**src/rtl/bus_interface_pkg.sv**
```systemverilog
// Shared definitions for the external multiplexed-bus responder: FSM state
// encodings, read/write polarity and the data value returned on a timeout.
package bus_interface_pkg;

  typedef enum logic [1:0] {
    BUS_IDLE    = 2'd0,
    BUS_ADDR_HI = 2'd1,
    BUS_ADDR_LO = 2'd2,
    BUS_DATA    = 2'd3
  } bus_state_e;

  // Polarity of req_rw and of the external rw_n pin.
  localparam logic RW_READ  = 1'b1;
  localparam logic RW_WRITE = 1'b0;

  // Read data reported when memory never asserts ext_ready.
  localparam logic [7:0] TIMEOUT_FILL = 8'hFF;

endpackage

```
**src/rtl/bus_wait_timer.sv**
```systemverilog
// Data-phase wait counter: cleared before the data phase, incremented on each
// ext_ready-low cycle, saturating at WAIT_MAX so it never wraps.
module bus_wait_timer #(
  parameter int WAIT_MAX = 15
) (
  input  logic clk,
  input  logic rst_n,
  input  logic clr,
  input  logic inc,
  output logic expired
);

  // A zero WAIT_MAX still needs a one-bit counter to be legal.
  localparam int CW = (WAIT_MAX > 0) ? $clog2(WAIT_MAX + 1) : 1;

  logic [CW-1:0] cnt_q;

  assign expired = (cnt_q == CW'(WAIT_MAX));

  // Clear takes priority; increment holds once the limit is reached.
  always_ff @(posedge clk or negedge rst_n) begin
    if (!rst_n) begin
      cnt_q <= '0;
    end else if (clr) begin
      cnt_q <= '0;
    end else if (inc && !expired) begin
      cnt_q <= cnt_q + 1'b1;
    end
  end

endmodule

```
**src/rtl/bus_interface.sv**
```systemverilog
// Responder for decoder memory requests. Serialises one 16-bit address and a
// byte of data onto the 8-bit multiplexed external bus in up to three phases
// (address-high, address-low, data), skipping the high phase when the page
// byte matches the one last latched by the external address-high register.
//
// Handshake: req_valid is sampled only on a rising edge where rdy=1; that
// edge accepts the request and latches req_addr/req_rw/req_wdata. rdy stays
// low until the transfer ends, and any req_valid seen while rdy=0 is ignored.
module bus_interface
  import bus_interface_pkg::*;
#(
  parameter int WAIT_MAX = 15,
  parameter int SKIP_HI  = 1
) (
  input  logic        clk,
  input  logic        rst_n,
  input  logic        req_valid,
  input  logic        req_rw,
  input  logic [15:0] req_addr,
  input  logic [7:0]  req_wdata,
  output logic        rdy,
  output logic [7:0]  rdata,
  output logic        rdata_valid,
  output logic        bus_err,
  output logic [7:0]  bus_out,
  output logic        bus_oe,
  input  logic [7:0]  bus_in,
  output logic        ale_hi,
  output logic        ale_lo,
  output logic        rw_n,
  input  logic        ext_ready,
  output logic [1:0]  state_dbg
);

  bus_state_e  state_q, state_d;
  logic [15:0] addr_q;
  logic        rw_q;
  logic [7:0]  wdata_q;
  logic [7:0]  cache_hi_q;
  logic        cache_valid_q;
  logic        expired;
  logic        accept;
  logic        page_hit;
  logic        xfer_done;
  logic        xfer_timeout;

  assign rdy          = (state_q == BUS_IDLE);
  assign state_dbg    = state_q;
  assign accept       = rdy && req_valid;
  assign page_hit     = (SKIP_HI != 0) && cache_valid_q &&
                        (req_addr[15:8] == cache_hi_q);
  assign xfer_done    = (state_q == BUS_DATA) && ext_ready;
  assign xfer_timeout = (state_q == BUS_DATA) && !ext_ready && expired;

  bus_wait_timer #(
    .WAIT_MAX (WAIT_MAX)
  ) u_wait_timer (
    .clk     (clk),
    .rst_n   (rst_n),
    .clr     (state_q == BUS_ADDR_LO),
    .inc     ((state_q == BUS_DATA) && !ext_ready),
    .expired (expired)
  );

  // State register; reset returns to IDLE so the bus is released at once.
  always_ff @(posedge clk or negedge rst_n) begin
    if (!rst_n) begin
      state_q <= BUS_IDLE;
    end else begin
      state_q <= state_d;
    end
  end

  // Next-state and bus pin decode; all pins are pure functions of state so
  // each phase drives a constant bus_oe and a single-cycle strobe.
  always_comb begin
    state_d = state_q;
    bus_out = 8'h00;
    bus_oe  = 1'b0;
    ale_hi  = 1'b0;
    ale_lo  = 1'b0;
    rw_n    = RW_READ;
    case (state_q)
      BUS_IDLE: begin
        if (req_valid) begin
          state_d = page_hit ? BUS_ADDR_LO : BUS_ADDR_HI;
        end
      end
      BUS_ADDR_HI: begin
        bus_out = addr_q[15:8];
        bus_oe  = 1'b1;
        ale_hi  = 1'b1;
        state_d = BUS_ADDR_LO;
      end
      BUS_ADDR_LO: begin
        bus_out = addr_q[7:0];
        bus_oe  = 1'b1;
        ale_lo  = 1'b1;
        state_d = BUS_DATA;
      end
      BUS_DATA: begin
        rw_n = rw_q;
        if (rw_q == RW_WRITE) begin
          bus_oe  = 1'b1;
          bus_out = wdata_q;
        end
        if (ext_ready || expired) begin
          state_d = BUS_IDLE;
        end
      end
      default: state_d = BUS_IDLE;
    endcase
  end

  // Request capture on the accepting edge.
  always_ff @(posedge clk or negedge rst_n) begin
    if (!rst_n) begin
      addr_q  <= 16'h0000;
      rw_q    <= RW_READ;
      wdata_q <= 8'h00;
    end else if (accept) begin
      addr_q  <= req_addr;
      rw_q    <= req_rw;
      wdata_q <= req_wdata;
    end
  end

  // Page cache mirrors the external high-address latch; a timeout leaves
  // the external side in an unknown condition, so the cache is dropped.
  always_ff @(posedge clk or negedge rst_n) begin
    if (!rst_n) begin
      cache_hi_q    <= 8'h00;
      cache_valid_q <= 1'b0;
    end else if (xfer_timeout) begin
      cache_valid_q <= 1'b0;
    end else if (state_q == BUS_ADDR_HI) begin
      cache_hi_q    <= addr_q[15:8];
      cache_valid_q <= 1'b1;
    end
  end

  // Completion results, registered so the pulses land in the first IDLE cycle.
  always_ff @(posedge clk or negedge rst_n) begin
    if (!rst_n) begin
      rdata       <= 8'h00;
      rdata_valid <= 1'b0;
      bus_err     <= 1'b0;
    end else begin
      rdata_valid <= (xfer_done || xfer_timeout) && (rw_q == RW_READ);
      bus_err     <= xfer_timeout;
      if (rw_q == RW_READ) begin
        if (xfer_done) begin
          rdata <= bus_in;
        end else if (xfer_timeout) begin
          rdata <= TIMEOUT_FILL;
        end
      end
    end
  end

endmodule

```
**config.mk**
```make
export PLATFORM = sky130hd
export DESIGN_NAME = bus_interface
export DESIGN_NICKNAME = d
export VERILOG_FILES = /design/src/rtl/bus_interface_pkg.sv /design/src/rtl/bus_wait_timer.sv /design/src/rtl/bus_interface.sv
export SDC_FILE = /design/constraint.sdc
export NUM_CORES = 1
export LEC_CHECK = 0
export CORE_UTILIZATION = 25
export CTS_BUF_LIST = sky130_fd_sc_hd__clkbuf_4
export CTS_CLUSTER_DIAMETER = 120
export DETAILED_ROUTE_END_ITERATION = 10
export PLACE_DENSITY = 0.56
export SLEW_MARGIN = 5
export SYNTH_ARGS = -nofsm -noshare
export SYNTH_HDL_FRONTEND = slang
export SYNTH_SLANG_ARGS = --single-unit
```
**constraint.sdc**
```tcl
create_clock -name clk -period 1.81 [get_ports clk]
set_input_delay 0.2715 -clock clk [delete_from_list [all_inputs] [get_ports clk]]
set_output_delay 0.2715 -clock clk [all_outputs]
set_load 0.01 [all_outputs]
```
Word-level counts from Yosys, hierarchy flattened:

Cells that the tools add are included.

* input bits: 37
* ROM bits: 0
* flip-flop bits (word level): 50
* memory bits (writable): 0
* output and inout bits: 25
* word-level logic and storage cells: 55
* memories kept: 0
* latch bits: 0

* add/sub/neg operators: 1
* div/mod/pow operators: 0
* bitwise operators: 1
* $mul: 0
* multiplexer cells: 17
* shift-type cells: 0
* magnitude comparators: 0
* reductions and logical operators: 19
* equality and inequality tests: 7

Operators by type and width (count)
* $mux 8: 3
* $pmux 8 s3: 1
* $eq 8x8->1: 1
* $mux 4: 2
* $pmux 2 s4: 1
* $logic_and 1x1->1: 7
* $mux 1: 6
* $mux 2: 3
* $reduce_and 2->1: 3
* $reduce_bool 2->1: 3
* $add 4x1->4 const B: 1
* $eq 2x2->1 const B: 2
* $eq 4x4->1 const B: 1
* $eq 2x1->1 const B: 1
* $logic_not 1->1: 2
* $logic_not 2->1: 1
* $logic_or 1x1->1: 2
* $ne 2x1->1 const B: 1
* $ne 2x2->1 const B: 1
* $pmux 1 s2: 1
* $reduce_or 2->1: 1
* $not 1->1: 1

Depth between registers and ports, before layout:

Gate-level depths: netlist of run 1.

* word-level depth: 5
* depth in mapped cells: 6
* depth with buffers taken out: 6

By module:

A second synthesis of run 1 with hierarchy kept.

* cell total of the unflattened synthesis: 173
* area total of the unflattened synthesis: 2311.0 µm²

By module, submodules not included
* bus_interface: area each 2082.0 µm², sequential area each 1152.4 µm², times used 1, cells each 153
* bus_wait_timer: area each 229.0 µm², sequential area each 100.1 µm², times used 1, cells each 20

Worst setup path after synthesis of run 1:

No wires, ideal clock.

* path kind: reg2out
* start point: register state_q[0], in the netlist state_dbg[0]
* end point: output bus_out[5]
* arrival time: 1447 ps
* cell stages (with the launch flop): 6
* data required time: 1539 ps
* slack: 92 ps
* buffers on the path: 1
* cell sequence: dfrtp_1 > inv_1 > ha_1 > buf_1 > a222oi_1 > nor2_1

* cells in the longest elaborated chain, start to end: 2
* elaborated cells on any way between the ends: 4
* those cells by class: eq/ne (3); mux (1)

RTL lines
* from (decl): line bus_interface.sv:35 `bus_state_e state_q, state_d;`
* from (signal assigned): line bus_interface.sv:70 `state_q <= state_d;`
* $eq 2x2->1 / $eq 2x1->1 (equally long branches): line bus_interface.sv:83 `case (state_q)`
* $pmux 8 s3 *: line bus_interface.sv:83
* to (decl): line bus_interface.sv:25 `output logic [7:0] bus_out,`

Mark *: on every way between the ends. The rest lies on a longest branch, timed or not.

Worst setup path after layout of run 1:

* start point: register state_q[1], in the netlist state_dbg[1]
* end point: output bus_out[1]

Same word-level chain as after synthesis.

==> results of run 1 <==
[cell families (layout without fill, tap and decap cells)]
kind of cell,count (synthesis),count (layout)
adder cells (fa/ha/maj),7,7
flip-flops,50,50
AND/OR/NAND/NOR,34,34
AO/OA/AOI/OAI,21,21
buffers and inverters,11,100
multiplexers,35,35
XOR/XNOR,11,11
[worst max-delay path, cell delays in order, from the launching register on]
cell and delay, ns:
dfrtp_1 0.44, ha_2 0.20, nor2b_4 0.13, buf_6 0.12, a222oi_1 0.30, nor2_1 0.09, buf_2 0.15
[registers in the layout, indices dropped and copies added (netlist names)]
| signal | cells |
|---|---|
| bus_err | 1 |
| rdata | 8 |
| state_dbg | 2 |
| u_wait_timer.cnt_q | 4 |
| rw_q | 1 |
| addr_q | 16 |
| wdata_q | 8 |
| cache_valid_q | 1 |
| cache_hi_q | 8 |
| rdata_valid | 1 |
[per-layer routing]
metal  wire length (um)  global-route usage, %  vias up
li1                   -                      -      788
met4                 57                   3.05        0
met1               2470                   15.4      782
met2               2530                   19.1       39
met5                  0                      0        -
met3                193                   2.59        6
[area by class of cell]
class	instances	area (sq um)	share of cell area [%]
sequential	50	1250	37.8
multi-input combinational	108	1020	30.9
timing repair buffer	90	818	24.7
tap	108	135	4.08
clock buffer	5	37.5	1.13
clock inverter	2	33.8	1.02
inverter	3	11.3	0.340
[synth_stat cells (all sizes together)]
cell     n
ha       7
mux2i    1
and2b    1
dfrtp   49
nor3b    1
buf      4
nand2b   1
and3     1
dfstp    1
xnor2    5
a21bo    1
o22a     8
nand4    1
nand3    6
clkbuf   4
a31o     1
nor2    17
nor3     1
a222oi   8
a31oi    1
xor2     6
inv      3
a21oi    2
nand2    3
mux2    34
nor2b    2
[cells in the final DEF, fill, tap and decap left out, drive strengths merged]
master	netlist	routed
dfrtp	49	49
clkdlybuf4s50	0	45
buf	4	40
mux2	34	34
nor2	17	17
a222oi	8	8
o22a	8	8
clkbuf	4	8
ha	7	7
xor2	6	6
nand3	6	6
xnor2	5	5
inv	3	3
nand2	3	3
nor2b	2	2
a21oi	2	2
nor3b	1	1
a21bo	1	1
and2b	1	1
nor3	1	1
nand4	1	1
a31oi	1	1
and3	1	1
nand2b	1	1
mux2i	1	1
a31o	1	1
clkinv	0	1
bufinv	0	1
dlygate4sd3	0	1
dlygate4sd2	0	1
dfstp	1	1
[metrics by stage]
stage               utilization [%]  worst slack [ns]  hold slack [ns]
floorplan                         -            0.0916          -0.0241
global placement               36.2            -0.217            0.283
detailed placement             36.2            -0.242            0.279
CTS                            37.0            -0.286            0.401
global route                   37.8            -0.380            0.408
finish                         37.8            -0.264            0.397
[report_power, final]
| part | total [mW] | switching [mW] | internal [mW] |
|---|---|---|---|
| clock | 0.620 | 0.340 | 0.280 |
| combinational | 2.69 | 1.10 | 1.59 |
| sequential | 1.97 | 0.323 | 1.65 |
[how the worst max path moves through the flow]
stage	endpoint	slack (ns)
3_5_place_dp	bus_out[1]	-0.24
2_1_floorplan	bus_out[5]	0.09
3_3_place_gp	bus_out[1]	-0.22
6_report	bus_out[1]	-0.26
4_1_cts	bus_out[1]	-0.29
5_1_grt	bus_out[1]	-0.38
[repair_timing]
action | in CTS | in global routing
hold endpoints to repair | 21 | 0
endpoints found under the setup margin | 14 | 39
resized for setup | 53 | 16
setup buffers | 2 | 2
cloned | 0 | 1
pin swaps | 12 | 10
hold buffers | 1 | 0
==> reports/metrics.yaml, run 1 <==
slew_headroom_pct: 65.6
drive_above_1_share_pct: 40.7
drc_errors: 0
rrSetupSlack_ns: -0.04
violations: "setup timing"
hp-class: "input pin to async pin"
grt_max_degree: 30
finalCritPeriodShare_pct: 115
synthSimpleGateAreaFrac_pct: 8.25
slew_viol_final: 0
overflow: 0
vias: 1615
nets: 302
synth_top_area_cell: "dfrtp_1"
cts_buffers: 5
grt_pass1_vias: 1760
drtIter0Drc: 60
worstSetupStartpointType: "flip-flop"
placed_cells: 353
synth_area_sq_um: 2270
finalSetupTns_ns: -1.96
worstPathRequired_ns: 1.54
setup_violations: 10
root_buffer: "clkbuf_4"
grtUsageTotal_pct: 11.6
p_leak_nw: 1.44
tritoncts: "built"
skew_ns: 0.0183
crit_arrival_ns: 1.80
die_y_um: 97.4
worst_slew_pin_slew_ns: 0.516
timing.rr.start: "state_dbg[1]"
clock_sinks: 50
seq_area_frac_synth_pct: 55.1
cts.clk_slew.worst_paths_ns: 0.15
max_freq_mhz: 482
synth.top_cell.area_share_pct: 53.9
synth_top_family_by_area: "multiplexers"
cp-end-kind: "output pin"
antenna_found_initial: 0
synth.distinct_cells: 31
worstSetupPathType: "flip-flop to output pin"
rsz0062_at_grt: "yes"
n_antenna_cell: 0
synth-warning-count: 0
layoutNonFillerInstCount: 366
avgSynthCellArea_sq_um: 13.5
fin_crit_ns: 2.07
clock_latency_ns: 0.36
r2r_end: "state_dbg[0]"
antenna_left: 0
finalHoldViolCount: 0
synth_cells: 169
synthTopCellsByArea: "dfrtp_1, mux2_2, ha_1, a222oi_1, o22a_2"
area.growth.synth_to_final_pct: 45.5
synthesis.nets: 213
outcome: "complete, but fails checks"
synth_compound_gate_area_share_pct: 9.08
critical_path.max_fanout: 5
synth_mux_area_share_pct: 17.3
cts.htree.levels: 2
drtPass1Iterations: 4
yosys.area_share.adder_pct: 3.85
place_area_sq_um: 3170
routed_wl_um: 5250
fillers: 866
coreArea_sq_um: 8760
numPortBuffers: 61
clockBufferDepth: 2
synth_xor_area_share_pct: 4.24
fin_area_sq_um: 3310
synth_seq_cells: 50
grt_pass1_wl_um: 8730
hpwlAfterDp_um: 3880
vdd_drop_max_v: 0.000404
maxCapViolCount: 0
start_util_pct: 26.0
die_area_sq_um: 9480
num_rows: 34
wl_per_cell_um: 14.3
vias_per_cell: 4.41
cp-startpoint: "state_dbg[1]"
power.density_nw_per_um2: 1590
fp.dieW_um: 97.4
r2r_cells: 7
num_io_pins: 62
worst_slack_ns: -0.264
power_mw: 5.28
place_congestion: 0.768
Power figures use the tool's default switching activity.
==> run 2, diff against run 1 <==
REMOVE_ABC_BUFFERS = 1   (was not set)
clock period = 2.3 ns   (was 1.81 ns; I/O delays follow)
==> reports/metrics.yaml, run 2 (synthesis results as in run 1) <==
wl_per_cell_um: 14.7  # +2.4%
multiInputGateArea_sq_um: 1000  # -2.1%
die_y_um: 97.4  # unchanged
area.growth.synth_to_final_pct: 40.5
numPortBuffers: 61  # unchanged
largest_register_ffs: 16  # unchanged
final_cell_mix: "clkdlybuf4s50_1, dfrtp_1, mux2_2"
slowest_delay_ns: 0.47  # +0.03 ns
largest_register: "addr_q"
layout_commonest_cell: "clkdlybuf4s50_1"
grtUsageTotal_pct: 11.9  # +0.26 points
vias: 1603  # -0.74%
worstSetupStartpointType: "flip-flop"
fp.dieW_um: 97.4  # unchanged
cts_buffers: 5  # unchanged
cts.htree.levels: 2  # unchanged
rrSetupSlack_ns: 0.50  # +0.54 ns
cp-end-kind: "output pin"
place_congestion: 0.727  # -5.3%
r2r_cells: 6  # -1
fillers: 890  # +2.8%
start_util_pct: 26.0  # unchanged
die_area_sq_um: 9480  # unchanged
vias_per_cell: 4.52  # +2.3%
outcome: "finished clean"
coreArea_sq_um: 8760  # unchanged
skew_ns: 0.00740  # -0.0109 ns
vdd_drop_max_v: 0.000433  # +7.2%
drtIter0Drc: 68  # +13%
num_rows: 34  # unchanged
grt_pass1_wl_um: 8800  # +0.87%
clockBufferDepth: 2  # unchanged
fin_crit_ns: 2.20
p_leak_nw: 1.37  # -4.6%
rsz0062_at_grt: "yes"
timing.rr.start: "state_dbg[0]"
finalSetupTns_ns: 0  # +1.96 ns
hp-class: "input pin to async pin"
slowest_stage: "dfrtp_2"
power_mw: 3.98  # -25%
finalCritPeriodShare_pct: 95.9
cts.clk_slew.worst_paths_ns: 0.14  # about the same
crit_arrival_ns: 1.86  # +0.06 ns
fin_hold_ws_ns: 0.489  # +0.0923 ns
root_buffer: "clkbuf_4"
num_io_pins: 62  # unchanged
tritoncts: "built"
setup_violations: 0  # -10
n_antenna_cell: 0  # unchanged
r2r_end: "state_dbg[0]"
path_buf_inv: 2  # unchanged
drive_above_1_share_pct: 36.4  # -4.3 points
slew_headroom_pct: 71.0  # +5.4 points
grt_max_degree: 51  # +70%
cp_top_family: "flip-flops"
antenna_left: 0  # unchanged
overflow: 0  # unchanged
hpwlAfterDp_um: 3660  # -5.5%
power.density_nw_per_um2: 1240  # -22%
regArea_sq_um: 1250  # +0.20%
clock_sinks: 50  # unchanged
drc_errors: 0  # unchanged
slew_viol_final: 0  # unchanged
critical_path.max_fanout: 10  # +5
drtPass1Iterations: 5  # +1
finalHoldViolCount: 0  # unchanged
nets: 291  # -3.6%
crit_chain: "ha_2, nor2b_1, buf_6, a222oi_1, nor2_1, buf_2"
maxCapViolCount: 0  # unchanged
grt_pass1_vias: 1683  # -4.4%
routed_wl_um: 5210  # -0.69%
worstPathRequired_ns: 1.96  # +0.42 ns
max_freq_mhz: 454
worstSetupPathType: "flip-flop to output pin"
clock_latency_ns: 0.37  # about the same
worst_slew_pin_slew_ns: 0.436  # -0.0806 ns
antenna_found_initial: 0  # unchanged
-- run 2: per-layer routing --
layer	track usage (%)	up-vias	share of wire (%)
met2	18.3	48	45
met5	0	-	0
met1	16.0	783	49
li1	-	765	-
met4	3.05	0	1.0
met3	3.96	7	5.6
-- run 2: per-stage QoR --
step	instances	worst slack, ns	area (sq um)	utilization, %
5_1_grt	355	-0.0709	3200	36.5
3_3_place_gp	342	0.164	3080	35.1
6_report	355	0.0954	3200	36.5
4_1_cts	354	-0.0803	3170	36.2
3_5_place_dp	342	0.133	3080	35.1
2_1_floorplan	161	0.236	2230	-
-- run 2: worst reg2reg max path, cell delays in order (launching register included) --
cell and delay, ns:
dfrtp_2 0.47, ha_2 0.19, buf_4 0.14, and2b_2 0.24
a21oi_4 0.19, mux2_2 0.36, a31oi_1 0.15
-- run 2: worst max path at each step --
stage / endpoint / cells after the start / start / slack [ns]
2_1_floorplan: addr_q[0] / 4 / state_dbg[1] / 0.24
3_3_place_gp: bus_out[6] / 6 / state_dbg[0] / 0.16
3_5_place_dp: bus_out[7] / 6 / state_dbg[0] / 0.13
4_1_cts: rdy / 5 / state_dbg[1] / -0.08
5_1_grt: bus_out[5] / 6 / state_dbg[0] / -0.07
6_report: bus_out[5] / 6 / state_dbg[0] / 0.1
-- run 2: power by group --
part	leakage [nW]	switching [mW]	internal, mW
registers	0.592	0.256	1.30
logic	0.750	0.830	1.19
clock network	0.0278	0.281	0.127
-- run 2: final cells by class --
cell class | count | area share [%]
clock inverters | 1 | 0.235
inverters | 3 | 0.352
multi-input cells | 108 | 31.3
repair buffers | 79 | 23.2
flip-flops and latches | 50 | 39.3
clock buffers | 6 | 1.41
well taps | 108 | 4.23
-- run 2: timing repair --
| action | 4_1_cts | 5_1_grt |
|---|---|---|
| endpoints found under the setup margin | 11 | 11 |
| hold endpoints to repair | 49 | 0 |
| buffers inserted | 4 | 1 |
| hold buffers | 1 | 0 |
| pin swaps | 8 | 11 |
| gates resized for setup | 30 | 21 |
